==> src/rtl/sprite_blitter.sv <==
// Sprite blitter: streams an image ROM in row-major order onto a
// clipped VGA pixel write port, with transparency and black-fill modes.
module sprite_blitter #(
  parameter int IMG_W = 160,
  parameter int IMG_H = 120,
  parameter int SCR_W = 160,
  parameter int SCR_H = 120,
  parameter int XW = 8,
  parameter int YW = 7,
  parameter int CW = 3,
  parameter int SEL_W = 7,
  parameter logic [CW-1:0] TRANSP = 3'b101,
  localparam int AW =
    (IMG_W * IMG_H > 1) ? $clog2(IMG_W * IMG_H) : 1
) (
  input  logic             clk,
  input  logic             resetn,
  input  logic             start,
  input  logic [XW-1:0]    xOrigin,
  input  logic [YW-1:0]    yOrigin,
  input  logic [SEL_W-1:0] imgSel,
  input  logic             black,
  input  logic             transpEn,
  output logic [AW-1:0]    romAddress,
  output logic [SEL_W-1:0] romSel,
  input  logic [CW-1:0]    romColor,
  output logic [XW-1:0]    x,
  output logic [YW-1:0]    y,
  output logic [CW-1:0]    color,
  output logic             plot,
  output logic             busy,
  output logic             done
);

  localparam int CXW = (IMG_W > 1) ? $clog2(IMG_W) : 1;
  localparam int RYW = (IMG_H > 1) ? $clog2(IMG_H) : 1;

  localparam logic [AW-1:0] A_LAST =
    AW'(IMG_W * IMG_H - 1);
  localparam logic [CXW-1:0] C_LAST = CXW'(IMG_W - 1);
  localparam logic [XW:0] X_LIM = (XW + 1)'(SCR_W);
  localparam logic [YW:0] Y_LIM = (YW + 1)'(SCR_H);

  typedef enum logic [1:0] {
    IDLE,
    DRAW,
    FLUSH,
    DONE
  } state_t;

  state_t state;
  state_t nstate;

  logic [XW-1:0]  xo_l;
  logic [YW-1:0]  yo_l;
  logic           blk_l;
  logic           tr_l;
  logic [CXW-1:0] col;
  logic [RYW-1:0] row;
  logic [CXW-1:0] col_d;
  logic [RYW-1:0] row_d;
  logic           pvalid;

  logic [XW:0] xs;
  logic [YW:0] ys;
  logic        hide;
  logic        accept;
  logic        last;

  assign accept = (state == IDLE) && start;
  assign last   = (romAddress == A_LAST);

  always_ff @(posedge clk or negedge resetn) begin
    if (!resetn) begin
      state <= IDLE;
    end else begin
      state <= nstate;
    end
  end

  always_comb begin
    nstate = state;
    unique case (state)
      IDLE:  if (start) nstate = DRAW;
      DRAW:  if (last) nstate = FLUSH;
      FLUSH: nstate = DONE;
      DONE:  nstate = IDLE;
      default: nstate = IDLE;
    endcase
  end

  always_ff @(posedge clk or negedge resetn) begin
    if (!resetn) begin
      xo_l       <= '0;
      yo_l       <= '0;
      blk_l      <= 1'b0;
      tr_l       <= 1'b0;
      romSel     <= '0;
      romAddress <= '0;
      col        <= '0;
      row        <= '0;
      col_d      <= '0;
      row_d      <= '0;
      pvalid     <= 1'b0;
    end else begin
      pvalid <= (state == DRAW);
      if (accept) begin
        xo_l       <= xOrigin;
        yo_l       <= yOrigin;
        blk_l      <= black;
        tr_l       <= transpEn;
        romSel     <= imgSel;
        romAddress <= '0;
        col        <= '0;
        row        <= '0;
      end else if (state == DRAW) begin
        col_d <= col;
        row_d <= row;
        // hold on the final pixel so no out-of-range address is issued
        if (!last) begin
          romAddress <= romAddress + AW'(1);
          if (col == C_LAST) begin
            col <= '0;
            row <= row + RYW'(1);
          end else begin
            col <= col + CXW'(1);
          end
        end
      end
    end
  end

  assign xs = {1'b0, xo_l} + (XW + 1)'(col_d);
  assign ys = {1'b0, yo_l} + (YW + 1)'(row_d);

  assign hide = tr_l && !blk_l && (romColor == TRANSP);

  always_comb begin
    x     = '0;
    y     = '0;
    color = '0;
    plot  = 1'b0;
    if (pvalid) begin
      x     = xs[XW-1:0];
      y     = ys[YW-1:0];
      color = blk_l ? '0 : romColor;
      plot  = (xs < X_LIM) && (ys < Y_LIM) && !hide;
    end
  end

  assign busy = (state != IDLE);
  assign done = (state == DONE);

endmodule
==> config.mk <==
export PLATFORM = sky130hd
export DESIGN_NAME = sprite_blitter
export DESIGN_NICKNAME = d
export VERILOG_FILES = /design/src/rtl/sprite_blitter.sv
export SDC_FILE = /design/constraint.sdc
export NUM_CORES = 1
export LEC_CHECK = 0
export BUFFER_PORTS_ARGS = -buffer_cell sky130_fd_sc_hd__buf_2
export CORE_MARGIN = 1.5
export CORE_UTILIZATION = 35
export CTS_CLUSTER_DIAMETER = 120
export DETAILED_ROUTE_END_ITERATION = 7
export HOLD_SLACK_MARGIN = 0.02
export SETUP_SLACK_MARGIN = 0.15
export SLEW_MARGIN = 10
export SYNTH_ARGS = -nofsm -noshare
export SYNTH_HDL_FRONTEND = slang
export SYNTH_SLANG_ARGS = --single-unit
==> constraint.sdc <==
create_clock -name clk -period 4.2 [get_ports clk]
set_input_delay 0.63 -clock clk [delete_from_list [all_inputs] [get_ports clk]]
set_output_delay 0.63 -clock clk [all_outputs]
set_load 0.03 [all_outputs]
# == Word level (Yosys, flattened, before mapping) ==
# Index checks and enable logic that the tools add are counted.
# word_totals
regBits,72
word_cells,63
# classes
n_addsub,5
order_cmp,2
n_eq_ne,9
muxes,19
bitwise,1
n_reduce_logical,15
# ops
cell,n
two-way mux 15 bit,3
two-way mux 8 bit,5
two-way mux 7 bit,5
adder 15 x 1 -> 15 bit (second input constant),1
equality test 15 bit (second input constant),1
adder 8 x 8 -> 9 bit,1
less-than comparator 9 x 8 -> 1 bit (second input constant),1
adder 7 x 7 -> 8 bit,1
adder 8 x 1 -> 8 bit (second input constant),1
equality test 8 bit (second input constant),1
less-than comparator 8 x 7 -> 1 bit (second input constant),1
case mux 2 bit (4 select lines),1
adder 7 x 1 -> 7 bit (second input constant),1
two-way mux 3 bit,2
inequality test 2 bit (second input constant),3
AND reduction 2 bit,3
nonzero test 2 bit,3
logical AND 1 bit,5
equality test 2 bit (second input constant),2
two-way mux 2 bit,2
equality test 3 bit (second input constant),1
AND reduction 3 bit,1
equality test 2 x 1 -> 1 bit (second input constant),1
zero test 1 bit,2
other kinds (3),3

# == Longest topological paths before layout ==
# depth
ltp_word,6
mapped_depth,8

# == Worst setup path after synthesis ==
# Ideal clock, no wire load.
# synth_path
path_kind,flip-flop to output port
start,reg xo_l[0]
end,out x[4]
t_arrival_ns,2.121
required_time_ns,3.570
setup_slack_ns,1.449
path_stages_with_launch,6
path_cell_list,dfrtp_1 > ha_1 > fa_1 > a211oi_1 > nor2_1 > nor3_1
# synth_between
elab_chain_len,2
# synth_rtl
element,line,source
start: declaration,54,logic [XW-1:0] xo_l;
start signal: assignment,108,xo_l <= xOrigin;
adder 8 x 8 -> 9 bit,133,"assign xs = {1'b0, xo_l} + (XW + 1)'(col_d);"
two-way mux 8 bit,143,if (pvalid) begin
end: declaration,27,"output logic [XW-1:0] x,"
# No other way between the ends.

# == Worst setup path after layout ==
# layout_path
start,reg xo_l[0]
end,out plot
# layout_between
elab_chain_len,5
# layout_rtl
element,line,source
adder 8 x 8 -> 9 bit,133,
less-than comparator 9 x 8 -> 1 bit,147,plot = (xs < X_LIM) && (ys < Y_LIM) && !hide;
logical AND 1 bit (2 in a row),147,
two-way mux 1 bit,143,
end: declaration,30,"output logic plot,"
# No other way between the ends.

==> flow_summary_export.csv <==
group,metric,value,unit
synthesis,synth_fp_nets,491,
power_and_ir_drop,power.switching,0.0003069,W
floorplan,start_util,35.97,%
setup_path,critPathTopFamily,"compound AO/OA/AOI/OAI gates",
run_status,status,"finished clean",
floorplan,placementRows,39,
cells_and_area,final_cell_mix,"nand2_1 (90), dfrtp_1 (72), buf_2 (71)",
synthesis,syn_area_per_cell,9.421,um^2
power_and_ir_drop,p_leak,2.515,nW
synthesis,ys_seq_area_share,43.86,%
setup_path,crit_fanout,3,
sta,final-hold-violation-count,0,
cts,hold_buffers,0,
setup_path,path_cells,"ha_1 -> fa_1 -> a211oi_1 -> or4_1 -> nand3_1 -> o22ai_1 -> o2111a_1 -> buf_2",
synthesis,synth_edf_count,0,
cts,numClockSinks,72,
cts,cts_resized,0,
place,numPortBuffers,72,
sta,fin_crit,3327,ps
global_route,grt.overflow.total,0,
cts,cts_buffers,9,
sta,worst_slack,873.3,ps
cells_and_area,final_common_cell,"nand2_1",
synthesis,synth_xor_xnor_area_share,4.264,%
synthesis,synthMuxAreaShare,5.635,%
job,drv_cap,0,
power_and_ir_drop,clkPwrFrac,52.0,%
synthesis,synthSimpleGateAreaFrac,26.56,%
sta,period_share,79.21,%
sta,maxSlewViolCount,0,
sta,worstMarginPinSlew,960.6,ps
global_route,grt_max_degree,73,
power_and_ir_drop,ir_worst_vdd,0.0002408,V
power_and_ir_drop,combPwrFrac,2.2,%
global_route,antenna_found_initial,0,
floorplan,die_h,111.3,um
power_and_ir_drop,netSwitchingFraction,20.25,%
synthesis,synth_compound_area_share,9.168,%
setup_path,end_kind,"primary output",
sta,rsz0062_at_grt,"false",
synthesis,synthFlopType,"dfrtp_1",
synthesis,synthesis.area,0.004108,mm^2
cts,cts_tree,"done",
place,dp_cells,638,
sta,whs,424.8,ps
power_and_ir_drop,power_density,308.9,mW/mm^2
detailed_routing,wl,9.452,mm
synthesis,synth_top_family_by_area,"simple AND/OR/NAND/NOR gates",
detailed_routing,wl_per_cell,14.47,um
place,pre_cts_ws,1238,ps
cells_and_area,stdcell_count,653,
cts,cts.htree.levels,3,
synthesis,synth_seq_cells,72,
synthesis,synthArstFlopShare,100.0,%
detailed_routing,vias_per_cell,5.101,
cells_and_area,n_antenna_cell,0,
setup_path,critPathRequiredTime,3570,ps
sta,fmax,300.6,MHz
cts,clock_latency,330,ps
synthesis,synthAdderAreaFrac,7.981,%
synthesis,synthesis.instances,436,
floorplan,fp.coreArea,0.01142,mm^2
setup_path,path_buf_inv,1,
setup_path,slowest_delay,430,ps
global_route,grt_pass1_vias,3314,
setup_path,crit_start,"xo_l[0]$_DFFE_PN0P_",
detailed_routing,drtIter0Drc,181,
power_and_ir_drop,p_int,0.001208,W
cells_and_area,layout-drive-gt1-share,23.92,%
setup_path,critPathSlowestCell,"fa_1",
cts,post_cts_buffers,0,
sta,slew_headroom,35.96,%
sta,setup-tns-final,0,ps
setup_path,critPathLaunchType,"flip-flop",
sta,setup_viol,0,
detailed_routing,route.detailed.drc,0,
sta,clock_skew,4.001,ps
cells_and_area,fin_nets,561,
floorplan,io_pins,73,
cts,cts.reportedPaths.clkPinSlew,60,ps
power_and_ir_drop,seq_power_share,45.8,%
detailed_routing,drtAntennaViolNets,0,
global_route,track_usage,15.92,%
global_route,grt_pass1_wl,15.98,mm
detailed_routing,num_vias,3331,
floorplan,die_x,111.3,um
cts,cts_buffer_depth,2,
synthesis,synth_cell_types,58,
setup_path,rr_startpoint,"state[0]$_DFFE_PN0P_",
place,hpwl,6.611,mm
worst_hold_path,min_path_type,"primary input to async pin",
setup_path,crit_type,"flip-flop to primary output",
power_and_ir_drop,total_power,0.001515,W
detailed_routing,drt_first_pass_iters,4,
place,gp_congestion,0.9051,
cts,cts-root-buf,"clkbuf_16",
synthesis,synth-warning-count,0,
setup_path,cp_data_arrival_time,2700,ps
floorplan,die-area,0.01240,mm^2
cells_and_area,syn_to_final_growth,19.43,%
cell usage after synthesis (4+ instances only):
| cell | n | area [um^2] |
|---|---|---|
| o21ai_0 | 18 | 90.09 |
| nor2b_1 | 7 | 43.79 |
| ha_1 | 23 | 287.8 |
| mux2_2 | 17 | 191.4 |
| nand4_1 | 14 | 87.58 |
| nand3_1 | 15 | 75.07 |
| a21o_1 | 4 | 30.03 |
| dfrtp_1 | 72 | 1802 |
| a211oi_1 | 5 | 37.54 |
| or3_1 | 6 | 37.54 |
| mux2i_1 | 4 | 40.04 |
| xnor2_1 | 6 | 52.55 |
| nand2_1 | 90 | 337.8 |
| inv_1 | 9 | 33.78 |
| xor2_1 | 14 | 122.6 |
| nor3_1 | 4 | 20.02 |
| a21oi_1 | 11 | 55.05 |
| clkbuf_1 | 10 | 37.54 |
| and2_1 | 12 | 75.07 |
| nor2_1 | 37 | 138.9 |
| a31oi_1 | 4 | 25.02 |
| and3_1 | 7 | 43.79 |
power by group through the flow:
stage	sequential [W]	combinational (W)	clock, W
after floorplan	0.000707	0.00000466	0
after global placement	0.000706	0.0000337	0
final	0.000694	0.0000327	0.000789
after global routing	0.000694	0.0000382	0.000832
after detailed placement	0.000706	0.0000344	0
after CTS	0.000694	0.0000345	0.000811
per-layer routing:
| layer | GRT usage [%] | vias to the layer above | wire (um) |
|---|---|---|---|
| li1 | - | 1655 | - |
| met1 | 20.36 | 1588 | 4396 |
| met2 | 26.26 | 74 | 4523 |
| met3 | 3.919 | 14 | 366 |
| met4 | 5.823 | 0 | 166 |
| met5 | 0 | - | 0 |
metrics by stage:
stage	utilization, %	area [um^2]
after floorplan	-	4108
after global placement	40.28	4599
after detailed placement	40.28	4599
after CTS	42.97	4906
after global routing	42.97	4906
final	42.97	4906
cell families (layout without fill, tap and decap cells):
| kind of cell | count (synthesis) | in the layout |
|---|---|---|
| compound gates | 58 | 58 |
| xor+xnor | 20 | 20 |
| fa+ha+maj | 25 | 25 |
| buf+inv | 25 | 99 |
| flops | 72 | 72 |
| mux | 21 | 21 |
| simple gates | 215 | 215 |
registers in the layout, summed over array words and instances, names as in the netlist:
signal	cells
romAddress	15
col	8
col_d	8
xo_l	8
romSel	7
row	7
row_d	7
yo_l	7
state	2
blk_l	1
pvalid	1
tr_l	1
layout make-up:
class	count	area (um^2)
Inverter	10	37.54
Clock buffer	12	266.5
Sequential cell	72	1802
Fill cell	1159	6513
Tap cell	143	178.9
Timing Repair Buffer	74	377.9
Multi-Input combinational cell	339	2203
Clock inverter	3	40.04
path summary, 6_finish.rpt:
kind	end	slack [ps]	cells past startpoint
max	plot	870	8
min	state[1]$_DFFE_PN0P_	420	1
max reg2reg	col[7]$_DFFE_PN0P_	1810	6
min reg2reg	romSel[3]$_DFFE_PN0P_	470	2
max in group asynchronous	romAddress[9]$_DFFE_PN0P_	3150	1
min in group clk	romSel[3]$_DFFE_PN0P_	470	2
(Power assumes the default switching activity.)
